--- config.mk ---
export PLATFORM = sky130hd
export DESIGN_NAME = pulse_cfg_loader_flat
export DESIGN_NICKNAME = d
export VERILOG_FILES = /design/src/rtl/pulse_cfg_pkg.sv /design/src/rtl/pulse_cfg_loader_if.sv /design/src/rtl/sync_rise_detect.sv /design/src/rtl/pulse_cfg_loader.sv /design/src/flat_wrapper.sv
export SDC_FILE = /design/constraint.sdc
export NUM_CORES = 1
export LEC_CHECK = 0
export ABC_AREA = 1
export CORE_ASPECT_RATIO = 0.75
export CORE_UTILIZATION = 40
export DETAILED_ROUTE_END_ITERATION = 10
export RECOVER_POWER = 25
export SLEW_MARGIN = 5
export SYNTH_ARGS = -nofsm -noshare
export SYNTH_HDL_FRONTEND = slang
export SYNTH_SLANG_ARGS = --single-unit
--- constraint.sdc ---
create_clock -name clk -period 4.7 [get_ports clk]
set_input_delay 0.94 -clock clk [delete_from_list [all_inputs] [get_ports clk]]
set_output_delay 0.94 -clock clk [all_outputs]
set_load 0.01 [all_outputs]
--- src/rtl/pulse_cfg_pkg.sv ---
// Shared constants, types and the shadow-set validity rule for the pulse generator config loader.
package pulse_cfg_pkg;

  localparam int W_WIDTH  = 32;
  localparam int W_PERIOD = 32;
  localparam int W_COUNT  = 16;

  localparam logic [3:0] ADDR_WIDTH0  = 4'h0;
  localparam logic [3:0] ADDR_WIDTH1  = 4'h1;
  localparam logic [3:0] ADDR_WIDTH2  = 4'h2;
  localparam logic [3:0] ADDR_WIDTH3  = 4'h3;
  localparam logic [3:0] ADDR_PERIOD0 = 4'h4;
  localparam logic [3:0] ADDR_PERIOD1 = 4'h5;
  localparam logic [3:0] ADDR_PERIOD2 = 4'h6;
  localparam logic [3:0] ADDR_PERIOD3 = 4'h7;
  localparam logic [3:0] ADDR_COUNT0  = 4'h8;
  localparam logic [3:0] ADDR_COUNT1  = 4'h9;
  localparam logic [3:0] ADDR_CTRL    = 4'hA;

  localparam int N_SHADOW_BYTES = 10;

  localparam int CTRL_COMMIT  = 0;
  localparam int CTRL_CLR_ERR = 1;

  typedef enum logic {IDLE, HOLD} cfg_state_t;

  typedef struct packed {
    logic [W_WIDTH-1:0]  width;
    logic [W_PERIOD-1:0] period;
    logic [W_COUNT-1:0]  count;
  } pulse_cfg_t;

  // A set is usable only if at least one pulse of non-zero width fits inside the period.
  function automatic logic cfg_is_valid(input pulse_cfg_t cfg);
    return (cfg.width != '0) && (cfg.period > cfg.width) && (cfg.count != '0);
  endfunction

endpackage

--- src/rtl/pulse_cfg_loader_if.sv ---
// Byte-wide pin bus into the config loader; rdata exists only when PULSE_CFG_READBACK_EN is defined.
interface pulse_cfg_loader_if;
  logic       wr_strobe;
  logic [3:0] addr;
  logic [7:0] wdata;
`ifdef PULSE_CFG_READBACK_EN
  logic [7:0] rdata;

  modport master (output wr_strobe, output addr, output wdata, input  rdata);
  modport slave  (input  wr_strobe, input  addr, input  wdata, output rdata);
`else
  modport master (output wr_strobe, output addr, output wdata);
  modport slave  (input  wr_strobe, input  addr, input  wdata);
`endif
endinterface

--- src/rtl/sync_rise_detect.sv ---
// Multi-flop synchronizer for an asynchronous pin followed by a registered rising-edge detector.
module sync_rise_detect #(
  parameter int SYNC_STAGES = 2
) (
  input  logic clk,
  input  logic rst_n,
  input  logic async_in,
  output logic evt
);

  logic [SYNC_STAGES-1:0] sync_reg;
  logic                   prev_reg;
  logic                   evt_reg;

  always_ff @(posedge clk or negedge rst_n) begin
    if (!rst_n) begin
      sync_reg <= '0;
      prev_reg <= 1'b0;
      evt_reg  <= 1'b0;
    end else begin
      sync_reg <= {sync_reg[SYNC_STAGES-2:0], async_in};
      prev_reg <= sync_reg[SYNC_STAGES-1];
      evt_reg  <= sync_reg[SYNC_STAGES-1] & ~prev_reg;
    end
  end

  assign evt = evt_reg;

endmodule

--- src/rtl/pulse_cfg_loader.sv ---
// Assembles, validates and atomically commits pulse generator parameters, then restarts the generator.
// Optional readback mux on the bus is enabled by PULSE_CFG_READBACK_EN.
module pulse_cfg_loader
  import pulse_cfg_pkg::*;
#(
  parameter int                  SYNC_STAGES    = 2,
  parameter int                  GEN_RST_CYCLES = 4,
  parameter logic [W_WIDTH-1:0]  DEFAULT_WIDTH  = 32'd10,
  parameter logic [W_PERIOD-1:0] DEFAULT_PERIOD = 32'd100,
  parameter logic [W_COUNT-1:0]  DEFAULT_COUNT  = 16'd1
) (
  input  logic                 clk,
  input  logic                 rst_n,
  pulse_cfg_loader_if.slave    bus,
  output logic [W_WIDTH-1:0]   pulse_width,
  output logic [W_PERIOD-1:0]  pulse_period,
  output logic [W_COUNT-1:0]   pulse_count,
  output logic                 gen_rst_n,
  output logic                 cfg_valid,
  output logic                 cfg_error
);

  localparam logic [8*N_SHADOW_BYTES-1:0] DEFAULT_SHADOW = {DEFAULT_COUNT, DEFAULT_PERIOD, DEFAULT_WIDTH};
  localparam logic [7:0]                  HOLD_LOAD      = 8'(GEN_RST_CYCLES);
  localparam pulse_cfg_t                  DEFAULT_CFG    = '{width: DEFAULT_WIDTH, period: DEFAULT_PERIOD, count: DEFAULT_COUNT};

  logic                          wr_evt;
  logic [7:0]                    shadow_reg [N_SHADOW_BYTES];
  logic [N_SHADOW_BYTES-1:0]     byte_we;
  logic [8*N_SHADOW_BYTES-1:0]   shadow_flat;
  pulse_cfg_t                    shadow_cfg;
  pulse_cfg_t                    active_reg;
  logic                          cfg_valid_reg;
  logic                          cfg_error_reg;
  logic                          ctrl_hit;
  logic                          commit_req;
  logic                          commit_ok;
  logic                          clr_req;
  cfg_state_t                    state_reg, state_next;
  logic [7:0]                    hold_cnt_reg, hold_cnt_next;

  sync_rise_detect #(
    .SYNC_STAGES (SYNC_STAGES)
  ) u_strobe_sync (
    .clk      (clk),
    .rst_n    (rst_n),
    .async_in (bus.wr_strobe),
    .evt      (wr_evt)
  );

  // addr/wdata are held stable by the pin protocol, so they are used directly in the event cycle.
  genvar gi;
  generate
    for (gi = 0; gi < N_SHADOW_BYTES; gi++) begin : g_shadow
      assign byte_we[gi]               = wr_evt && (bus.addr == 4'(gi));
      assign shadow_flat[gi*8 +: 8]    = shadow_reg[gi];
    end
  endgenerate

  always_ff @(posedge clk or negedge rst_n) begin
    if (!rst_n) begin
      for (int i = 0; i < N_SHADOW_BYTES; i++) begin
        shadow_reg[i] <= DEFAULT_SHADOW[i*8 +: 8];
      end
    end else begin
      for (int i = 0; i < N_SHADOW_BYTES; i++) begin
        if (byte_we[i]) begin
          shadow_reg[i] <= bus.wdata;
        end
      end
    end
  end

  assign shadow_cfg.width  = shadow_flat[31:0];
  assign shadow_cfg.period = shadow_flat[63:32];
  assign shadow_cfg.count  = shadow_flat[79:64];

  assign ctrl_hit   = wr_evt && (bus.addr == ADDR_CTRL);
  assign commit_req = ctrl_hit && bus.wdata[CTRL_COMMIT];
  assign commit_ok  = commit_req && cfg_is_valid(shadow_cfg);
  assign clr_req    = ctrl_hit && bus.wdata[CTRL_CLR_ERR] && !bus.wdata[CTRL_COMMIT];

  // The whole set moves in one edge so the generator never sees a mix of old and new fields.
  always_ff @(posedge clk or negedge rst_n) begin
    if (!rst_n) begin
      active_reg    <= DEFAULT_CFG;
      cfg_valid_reg <= 1'b0;
      cfg_error_reg <= 1'b0;
    end else begin
      if (commit_ok) begin
        active_reg    <= shadow_cfg;
        cfg_valid_reg <= 1'b1;
      end
      if (commit_req) begin
        cfg_error_reg <= !commit_ok;
      end else if (clr_req) begin
        cfg_error_reg <= 1'b0;
      end
    end
  end

  always_ff @(posedge clk or negedge rst_n) begin
    if (!rst_n) begin
      state_reg    <= HOLD;
      hold_cnt_reg <= HOLD_LOAD;
    end else begin
      state_reg    <= state_next;
      hold_cnt_reg <= hold_cnt_next;
    end
  end

  always_comb begin
    state_next    = state_reg;
    hold_cnt_next = hold_cnt_reg;
    if (commit_ok) begin
      state_next    = HOLD;
      hold_cnt_next = HOLD_LOAD;
    end else begin
      case (state_reg)
        IDLE: state_next = IDLE;
        HOLD: begin
          if (hold_cnt_reg <= 8'd1) begin
            state_next = IDLE;
          end else begin
            hold_cnt_next = hold_cnt_reg - 8'd1;
          end
        end
        default: state_next = IDLE;
      endcase
    end
  end

  always_comb begin
    gen_rst_n = 1'b1;
    if (state_reg == HOLD) begin
      gen_rst_n = 1'b0;
    end
  end

  assign pulse_width  = active_reg.width;
  assign pulse_period = active_reg.period;
  assign pulse_count  = active_reg.count;
  assign cfg_valid    = cfg_valid_reg;
  assign cfg_error    = cfg_error_reg;

`ifdef PULSE_CFG_READBACK_EN
  always_comb begin
    bus.rdata = 8'h00;
    for (int i = 0; i < N_SHADOW_BYTES; i++) begin
      if (bus.addr == 4'(i)) begin
        bus.rdata = shadow_reg[i];
      end
    end
    if (bus.addr == ADDR_CTRL) begin
      bus.rdata = {6'b0, cfg_error_reg, cfg_valid_reg};
    end
  end
`endif

endmodule

--- src/flat_wrapper.sv ---
// flat-port wrapper written by rule: the top's interface ports become plain ports
module pulse_cfg_loader_flat import pulse_cfg_pkg::*;
#(
  parameter int                  SYNC_STAGES    = 2,
  parameter int                  GEN_RST_CYCLES = 4,
  parameter logic [W_WIDTH-1:0]  DEFAULT_WIDTH  = 32'd10,
  parameter logic [W_PERIOD-1:0] DEFAULT_PERIOD = 32'd100,
  parameter logic [W_COUNT-1:0]  DEFAULT_COUNT  = 16'd1
)
  (clk, rst_n, pulse_width, pulse_period, pulse_count, gen_rst_n, cfg_valid, cfg_error, bus_wr_strobe, bus_addr, bus_wdata);
  pulse_cfg_loader_if bus_i ();
  input  logic clk;
  input  logic rst_n;
  output logic [W_WIDTH-1:0] pulse_width;
  output logic [W_PERIOD-1:0] pulse_period;
  output logic [W_COUNT-1:0] pulse_count;
  output logic gen_rst_n;
  output logic cfg_valid;
  output logic cfg_error;
  input wire logic [$bits(bus_i.wr_strobe)-1:0] bus_wr_strobe;
  input wire logic [$bits(bus_i.addr)-1:0] bus_addr;
  input wire logic [$bits(bus_i.wdata)-1:0] bus_wdata;
  assign bus_i.wr_strobe = bus_wr_strobe;
  assign bus_i.addr = bus_addr;
  assign bus_i.wdata = bus_wdata;
  pulse_cfg_loader #(.SYNC_STAGES(SYNC_STAGES), .GEN_RST_CYCLES(GEN_RST_CYCLES), .DEFAULT_WIDTH(DEFAULT_WIDTH), .DEFAULT_PERIOD(DEFAULT_PERIOD), .DEFAULT_COUNT(DEFAULT_COUNT)) u_core (.clk(clk), .rst_n(rst_n), .bus(bus_i), .pulse_width(pulse_width), .pulse_period(pulse_period), .pulse_count(pulse_count), .gen_rst_n(gen_rst_n), .cfg_valid(cfg_valid), .cfg_error(cfg_error));
endmodule
==> results.sh, run 1 <==
export IMPL_synth_fp_nets=944
export IMPL_grt_max_degree=111
export IMPL_synth_distinct_cells=28
export IMPL_clockBufferDepth=2
export IMPL_drt_first_pass_iters=4
export IMPL_rsz0062_at_grt="no"
export IMPL_startpoint_type="primary input"
export IMPL_die_h_um=124
export IMPL_vias=6038
export IMPL_htreeDepth=4
export IMPL_grtUsageTotal=0.200
export IMPL_cts_tree="built"
export IMPL_ys_seq_elements=175
export IMPL_drive_above_1_share=0.0570
export IMPL_clkTransAtPathRegs_ns=0.06
export IMPL_outcome="finished, violations left"
export IMPL_violations="capacitance limit, slew limit"
export IMPL_antenna_found_initial=0
export IMPL_io_pins=98
export IMPL_nets=1019
export IMPL_largest_register_ffs=80
export IMPL_first_iter_violations=570
export IMPL_syn2layout_area_growth_pct=21.0
export IMPL_path_max_fanout=110
export IMPL_clk_latency_ns=0.43
export IMPL_antenna_left=0
export IMPL_post_route_period_util=0.639
export IMPL_detail_route_vias_per_cell=4.89
export IMPL_crit_family="buffers and inverters"
export IMPL_yosys_warnings=0
export IMPL_finalSetupViolCount=0
export IMPL_cts_made_buffers=17
export IMPL_drv_cap=1
export IMPL_routedWlPerCell_um=15.2
export IMPL_drc=0
export IMPL_ys_seq_area_frac=0.554
export IMPL_cts_resized=0
export IMPL_portBuffers=97
export IMPL_clockRootBuffer="clkbuf_16"
export IMPL_antenna_cells=0
export IMPL_powerDensity_nw_per_um2=433
export IMPL_grt_pass1_wl_um=31200
export IMPL_cts_sinks=175
export IMPL_wl_um=18800
export IMPL_slew_headroom=-0.848
export IMPL_grt_remaining_overflow=0
export IMPL_setup_tns_final_ns=0
export IMPL_cpMaxStageDelayCell="clkbuf_2"
export IMPL_cts_hold_buf=0
export IMPL_holdCritPathClass="flop to flop"
export IMPL_arrival_ns=2.94
export IMPL_post_dp_hpwl_um=12400
export IMPL_die_w_um=165
export IMPL_syn_instance_count=895
export IMPL_worstPathCellList="clkbuf_2"
export IMPL_worstPathRequired_ns=4.64
export IMPL_critPathCaptureType="async pin"
export IMPL_fin_skew_ns=0.0109
export IMPL_maxSlewViolCount=110
export IMPL_ir_drop_mv=0.201
export IMPL_syn_avg_cell_area_um2=8.86
export IMPL_hold_viol=0
export IMPL_period_needed_ns=3.00
export IMPL_initial_utilization=0.409
export IMPL_path_buf_inv=1
export IMPL_tightestPinTransition_ns=2.77
export IMPL_power_w=0.00415
export IMPL_fmax_mhz=333
export IMPL_gp_congestion=0.811
export IMPL_p_leak_nw=4.74
export IMPL_die_area_um2=20400
export IMPL_syn_area_um2=7930
export IMPL_crit_type="primary input to async pin"
export IMPL_design_core_area_um2=19400
export IMPL_max_stage_delay_ns=1.89
export IMPL_postCtsSetupBuffers=0
export IMPL_num_rows=44
export IMPL_first_global_vias=5889
## area by class of cell
class                   instances  area [µm²]
fillers                      1853        9780
flip-flops and latches        175        4400
multi-input cells             597        2990
repair buffers                101        1010
clock buffers                  25         475
well taps                     253         317
inverters                      78         293
clock inverters                 7         113
## stage by stage
| stage | util | area [µm²] | instances | setup WS [ns] | hold slack [ns] |
|---|---|---|---|---|---|
| after global routing | 0.495 | 9600 | 1236 | 1.16 | 0.353 |
| after detailed placement | 0.465 | 9010 | 1204 | 1.36 | 0.335 |
| after global placement | 0.465 | 9010 | 1204 | 1.40 | 0.336 |
| after floorplan | - | 7930 | 895 | 2.71 | 0.331 |
| final | 0.495 | 9600 | 1236 | 1.70 | 0.348 |
| after CTS | 0.495 | 9600 | 1236 | 1.80 | 0.349 |
## layer usage
layer | GRT usage | wire [µm] | vias up
met5 | 0 | 0 | -
met4 | 0.0625 | 266 | 0
met3 | 0.0406 | 814 | 21
met2 | 0.273 | 7670 | 132
met1 | 0.313 | 10100 | 2789
li1 | - | - | 3096
## where the power goes
part           internal, W  total, W  switching (W)
Clock             0.000863   0.00144       0.000572
Sequential         0.00172   0.00189       0.000172
Combinational     0.000337  0.000828       0.000491
Total              0.00292   0.00415        0.00123
## synth_stat cells
cell type | instances | area share
nand2_1 | 288 | 0.14
dfrtp_1 | 161 | 0.51
nand4_1 | 92 | 0.073
inv_1 | 74 | 0.035
o21ai_0 | 67 | 0.042
nor2_1 | 54 | 0.026
ha_1 | 34 | 0.054
a21oi_1 | 29 | 0.018
buf_2 | 20 | 0.013
dfstp_2 | 14 | 0.046
nand3_1 | 14 | 0.0088
clkbuf_1 | 10 | 0.0047
buf_6 | 8 | 0.011
buf_1 | 5 | 0.0024
inv_2 | 4 | 0.0019
xnor2_1 | 3 | 0.0033
xor2_1 | 3 | 0.0033
buf_4 | 2 | 0.0019
nor2_2 | 2 | 0.0016
nor3_1 | 2 | 0.0013
or2_2 | 2 | 0.0016
a21o_1 | 1 | 0.00095
nand2_2 | 1 | 0.00079
nand3_4 | 1 | 0.0022
nor4_1 | 1 | 0.00079
o2111ai_1 | 1 | 0.0011
o21a_1 | 1 | 0.00095
o21ai_1 | 1 | 0.00063
## cell families after synthesis
logic type	after synthesis	synth area share
flops	175	0.554
fa+ha+maj	34	0.0536
xor+xnor	6	0.00663
compound gates	100	0.0642
buf+inv	123	0.0699
simple gates	457	0.251
## cells in the final DEF, fill, tap and decap left out
cell type,netlist,layout
nand3_1,14,14
a21oi_1,29,29
clkdlybuf4s50_1,0,95
nor2_4,0,1
clkinvlp_4,0,1
nand3_4,1,1
dfstp_2,14,14
xnor2_1,3,3
nand2_2,1,1
a21o_1,1,1
nand2_1,288,288
clkbuf_1,10,6
dlygate4sd3_1,0,1
ha_1,34,34
clkbuf_16,0,17
o21a_1,1,1
nor2_1,54,54
dfrtp_1,161,161
nor2_2,2,1
buf_4,2,3
nor3_1,2,2
nor4_2,0,1
clkbuf_2,0,1
inv_1,74,74
buf_12,0,1
clkbuf_8,0,2
o21ai_1,1,1
o21ai_0,67,67
or2_2,2,2
inv_2,4,4
bufinv_16,0,3
nand4_1,92,92
o2111ai_1,1,1
xor2_1,3,3
clkinv_2,0,3
## worst paths after layout
path	cells after the start	endpoint	startpoint	slack [ns]
setup / recovery	1	u_core.pulse_width[28]	rst_n	1.70
hold / removal	0	u_core.u_strobe_sync.sync_reg[1]	u_core.u_strobe_sync.sync_reg[0]	0.35
setup reg to reg	15	u_core.pulse_period[26]	u_core.shadow_cfg[51]	1.95
hold reg to reg	0	u_core.u_strobe_sync.sync_reg[1]	u_core.u_strobe_sync.sync_reg[0]	0.35
max in group clk	6	u_core.pulse_period[26]	bus_wdata[0]	1.83
min in group asynchronous	1	u_core.pulse_count[3]	rst_n	1.37
Note: power is estimated with default switching activity, not from simulation.
==> inputs of run 2 (changes only) <==
- clock period: 4.7 -> 3 ns (I/O delays scaled with it)
==> run 2 against run 1 <==
  * The run ends with capacitance limit left
  * Flip-flop and latch count is the same
  * Total power increased by 62%
  * Clock power up 69%
  * Register-to-register slack worse by 1.4 ns
  * Largest cell class unchanged
  * Via count grew 2.8%
  * Final cell count is 0.65% higher
  * First-iteration DRC count down 9.5%
  * Worst hold slack improved by 0.0020 ns
  * Sequential share of layout area down 0.76 points
  * Setup slack worse by 1.1 ns
  * Combinational power increased by 58%
==> results.sh, run 2 (same netlist as run 1, synthesis figures left out) <==
export IMPL_outcome="finished, violations left"
export IMPL_violations="capacitance limit"
export IMPL_worstPathRequired_ns=3.37
export IMPL_antenna_cells=0
export IMPL_grtUsageTotal=0.203
export IMPL_power_w=0.00671
export IMPL_critPathCaptureType="flop"
export IMPL_slew_headroom=0.00342
export IMPL_fin_cells=1244
export IMPL_ir_drop_mv=0.301
export IMPL_grt_remaining_overflow=0
export IMPL_drive_above_1_share=0.0696
export IMPL_cts_hold_buf=0
export IMPL_die_w_um=165
export IMPL_cts_made_buffers=17
export IMPL_place_area_um2=9120
export IMPL_clockRootBuffer="clkbuf_16"
export IMPL_nets=1027
export IMPL_antenna_found_initial=0
export IMPL_antenna_left=0
export IMPL_path_max_fanout=57
export IMPL_fin_skew_ns=0.00918
export IMPL_first_global_vias=5855
export IMPL_postCtsSetupBuffers=0
export IMPL_portBuffers=97
export IMPL_num_rows=44
export IMPL_htreeDepth=4
export IMPL_seq_area_um2=4400
export IMPL_largest_register_ffs=80
export IMPL_p_leak_nw=4.83
export IMPL_io_pins=98
export IMPL_die_area_um2=20400
export IMPL_gp_congestion=0.813
export IMPL_placed_cells=1212
export IMPL_clkTransAtPathRegs_ns=0.06
export IMPL_layout_common_cells="288 x nand2_1, 161 x dfrtp_1, 95 x clkdlybuf4s50_1"
export IMPL_drt_first_pass_iters=5
export IMPL_hold_viol=0
export IMPL_fmax_mhz=411
export IMPL_post_dp_hpwl_um=12900
export IMPL_clk_latency_ns=0.43
export IMPL_fill_cells=1806
export IMPL_vias=6205
export IMPL_maxSlewViolCount=0
export IMPL_final_cell_area_um2=9760
export IMPL_design_core_area_um2=19400
export IMPL_multi_input_area_um2=2990
export IMPL_final_common_cell="nand2_1"
export IMPL_crit_type="flop to flop"
export IMPL_setup_tns_final_ns=0
export IMPL_initial_utilization=0.409
export IMPL_period_needed_ns=2.43
export IMPL_cts_sinks=175
export IMPL_powerDensity_nw_per_um2=687
export IMPL_drv_cap=1
export IMPL_cts_tree="built"
export IMPL_clockBufferDepth=2
export IMPL_detail_route_vias_per_cell=4.99
export IMPL_rsz0062_at_grt="no"
export IMPL_routedWlPerCell_um=15.5
export IMPL_die_h_um=124
export IMPL_grt_max_degree=82
export IMPL_wl_um=19200
export IMPL_finalSetupViolCount=0
export IMPL_cts_resized=0
export IMPL_grt_pass1_wl_um=31700
export IMPL_syn2layout_area_growth_pct=23.0
export IMPL_tightestPinTransition_ns=1.49
export IMPL_first_iter_violations=516
export IMPL_arrival_ns=2.80
export IMPL_post_route_period_util=0.810
export IMPL_drc=0
export IMPL_holdCritPathClass="flop to flop"
export IMPL_startpoint_type="flop"
[run 2: changes by cell type in the layout (fill, tap and decap cells not counted), sizes merged]
cell,before,now
buf,4,11
bufinv,3,4
clkbuf,26,25
clkinvlp,1,2
[run 2: final cells by class]
type                       instances  area share
clock inverter                     9      0.0158
tap                              253      0.0324
multi-input combinational        597       0.307
timing repair buffer             109       0.113
sequential                       175       0.451
inverter                          78      0.0300
clock buffer                      23      0.0510
[run 2: through the flow]
| step | setup WS [ns] | hold slack, ns | utilization |
|---|---|---|---|
| 2_1_floorplan | 1.06 | 0.304 | - |
| 3_3_place_gp | 0.525 | 0.336 | 0.471 |
| 3_5_place_dp | 0.445 | 0.336 | 0.471 |
| 4_1_cts | 0.542 | 0.158 | 0.504 |
| 5_1_grt | 0.313 | 0.357 | 0.503 |
| 6_report | 0.569 | 0.350 | 0.503 |
[run 2: metal layers]
metal  share of wire  track usage  wire length [µm]  vias to the layer above
li1                -            -                 -                     3108
met1            0.53        0.319             10200                     2905
met2            0.40        0.277              7760                      174
met3           0.058       0.0413              1120                       18
met4           0.011       0.0619               207                        0
met5               0            0                 0                        -
[run 2: worst paths after layout]
kind / start / to / slack, ns / depth (start not counted)
max reg2reg: u_core.shadow_cfg[51] / u_core.pulse_width[26] / 0.57 / 15
min: u_core.u_strobe_sync.sync_reg[0] / u_core.u_strobe_sync.sync_reg[1] / 0.35 / 0
min in group asynchronous: rst_n / u_core.pulse_count[1] / 0.54 / 1
max: u_core.shadow_cfg[51] / u_core.pulse_width[26] / 0.57 / 15
min reg2reg: u_core.u_strobe_sync.sync_reg[0] / u_core.u_strobe_sync.sync_reg[1] / 0.35 / 0
max in group asynchronous: rst_n / u_core.pulse_period[25] / 0.83 / 2
[run 2: worst max-delay path, stage by stage (launching register included)]
cell	delay (ns)
dfstp_2	0.56
inv_1	0.05
ha_1	0.28
nand2_1	0.08
inv_1	0.06
nand2_1	0.04
nand2_1	0.05
nand2_1	0.05
nand2_1	0.05
nand2_1	0.05
nand2_1	0.07
nand2_1	0.06
nand2_2	0.11
buf_4	0.48
nand4_1	0.24
nand2_1	0.13
[run 2: power breakdown]
group / switching (W) / internal [W]
logic: 0.000777 / 0.000536
clock network: 0.000937 / 0.00151
registers: 0.000263 / 0.00269
==> inputs of run 3 (changes only) <==
- clock period: 3 -> 2.4 ns (I/O delays scaled with it)
==> run 3 against run 2 <==
  * The run now ends clean
  * Setup slack lost 0.37 ns
  * Utilization up 0.52 points
  * First-iteration DRC count up 3.9%
  * Flip-flop and latch count unchanged
==> results.sh, run 3 (same netlist as run 1, synthesis figures left out) <==
export IMPL_cts_sinks=175
export IMPL_tightestPinTransition_ns=1.29
export IMPL_hold_viol=0
export IMPL_grt_max_degree=82
export IMPL_drv_cap=0
export IMPL_clkTransAtPathRegs_ns=0.06
export IMPL_gp_congestion=0.811
export IMPL_design_core_area_um2=19400
export IMPL_path_buf_inv=2
export IMPL_max_stage_delay_ns=0.56
export IMPL_crit_family="simple AND/OR/NAND/NOR gates"
export IMPL_fmax_mhz=455
export IMPL_htreeDepth=4
export IMPL_post_route_period_util=0.916
export IMPL_initial_utilization=0.409
export IMPL_startpoint_type="flop"
export IMPL_first_global_vias=5999
export IMPL_vias=6225
export IMPL_p_leak_nw=4.88
export IMPL_holdCritPathClass="flop to flop"
export IMPL_clk_latency_ns=0.43
export IMPL_final_common_cell="nand2_1"
export IMPL_drt_first_pass_iters=5
export IMPL_antenna_cells=0
export IMPL_fin_skew_ns=0.0132
export IMPL_powerDensity_nw_per_um2=863
export IMPL_path_max_fanout=81
export IMPL_io_pins=98
export IMPL_largest_register_ffs=80
export IMPL_arrival_ns=2.56
export IMPL_antenna_left=0
export IMPL_hold_slack_ns=0.360
export IMPL_critPathCaptureType="flop"
export IMPL_drive_above_1_share=0.0749
export IMPL_fin_ws_ns=0.201
export IMPL_detail_route_vias_per_cell=4.96
export IMPL_worstPathRequired_ns=2.76
export IMPL_grtUsageTotal=0.210
export IMPL_cts_made_buffers=17
export IMPL_syn2layout_area_growth_pct=24.3
export IMPL_portBuffers=97
export IMPL_num_rows=44
export IMPL_period_needed_ns=2.20
export IMPL_cts_tree="built"
export IMPL_nets=1038
export IMPL_crit_top_cell="nand2_1"
export IMPL_antenna_found_initial=0
export IMPL_routedWlPerCell_um=15.7
export IMPL_fill_cells=1838
export IMPL_outcome="completed"
export IMPL_post_dp_hpwl_um=13100
export IMPL_die_h_um=124
export IMPL_grt_remaining_overflow=0
export IMPL_ir_drop_mv=0.449
export IMPL_layout_common_cells="288 x nand2_1, 161 x dfrtp_1, 95 x clkdlybuf4s50_1"
export IMPL_worstPathCellList="inv_1 > ha_1 > nand2_1 > nor2_1 > nand3_1 > nor2_2 > nor2_4 > buf_12 > nand4_1 > nand2_1"
export IMPL_finalSetupViolCount=0
export IMPL_wl_um=19700
export IMPL_clockBufferDepth=2
export IMPL_rsz0062_at_grt="no"
export IMPL_post_place_ws_ns=0.164
export IMPL_crit_type="flop to flop"
export IMPL_cpMaxStageDelayCell="dfstp_2"
export IMPL_slew_headroom=0.138
export IMPL_grt_pass1_wl_um=32600
export IMPL_clockRootBuffer="clkbuf_16"
export IMPL_drc=0
export IMPL_die_area_um2=20400
export IMPL_die_w_um=165
export IMPL_maxSlewViolCount=0
export IMPL_first_iter_violations=536
export IMPL_setup_tns_final_ns=0
export IMPL_final_util=0.509
-- run 3: changes by cell type in the layout (fill, tap and decap cells not counted), sizes merged --
cell / before / now
clkinvlp: 2 / 0
buf: 11 / 19
dlygate4sd3: 1 / 2
clkinv: 3 / 4
bufinv: 4 / 6
-- run 3: power by group --
group	leakage [nW]	switching (W)	internal [W]
clock network	0.321	0.00115	0.00198
registers	2.27	0.000331	0.00336
logic	2.30	0.000988	0.000699
-- run 3: final timing paths --
kind,start,to,slack [ns],cells after the start
max in group asynchronous,rst_n,u_core.pulse_width[13],0.43,3
setup / recovery,u_core.shadow_cfg[51],u_core.pulse_width[23],0.20,10
setup reg to reg,u_core.shadow_cfg[51],u_core.pulse_width[23],0.20,10
hold reg to reg,u_core.u_strobe_sync.sync_reg[0],u_core.u_strobe_sync.sync_reg[1],0.36,0
hold / removal,u_core.u_strobe_sync.sync_reg[0],u_core.u_strobe_sync.sync_reg[1],0.36,0
min in group asynchronous,rst_n,u_core.shadow_cfg[3],0.48,2
-- run 3: repair_timing --
item	in CTS	in global routing
buffers inserted	0	0
hold buffers	1	0
setup endpoints to repair	0	7
resized for setup	0	2
hold endpoints to repair	22	0
-- run 3: cell type report --
type | count | area (µm²) | share of cell area
Multi-Input combinational cell | 597 | 2990 | 0.304
Tap cell | 253 | 317 | 0.0321
Clock inverter | 10 | 211 | 0.0215
Inverter | 78 | 293 | 0.0297
Sequential cell | 175 | 4400 | 0.446
Timing Repair Buffer | 120 | 1200 | 0.121
Clock buffer | 21 | 450 | 0.0457
-- run 3: per-layer routing --
metal  vias up  GRT usage  wire [µm]
met1      2914      0.326      10200
met5         -          0          0
li1       3137          -          -
met2       165      0.299       8220
met4         0     0.0545        144
met3         9     0.0396       1090
-- run 3: per-stage QoR --
| step | area (µm²) | instances | power (W) |
|---|---|---|---|
| after detailed placement | 9210 | 1222 | 0.00542 |
| after global placement | 9210 | 1222 | 0.00538 |
| after floorplan | 7930 | 895 | 0.00473 |
| after CTS | 9880 | 1254 | 0.00857 |
| final | 9860 | 1254 | 0.00850 |
| after global routing | 9860 | 1254 | 0.00900 |
-- run 3: worst register-to-register path, stage by stage, from the launching register on --
cell and delay, ns:
dfstp_2 0.56, inv_1 0.05, ha_1 0.28, nand2_1 0.10, nor2_1 0.06, nand3_1 0.11
nor2_2 0.06, nor2_4 0.17, buf_12 0.31, nand4_1 0.31, nand2_1 0.12
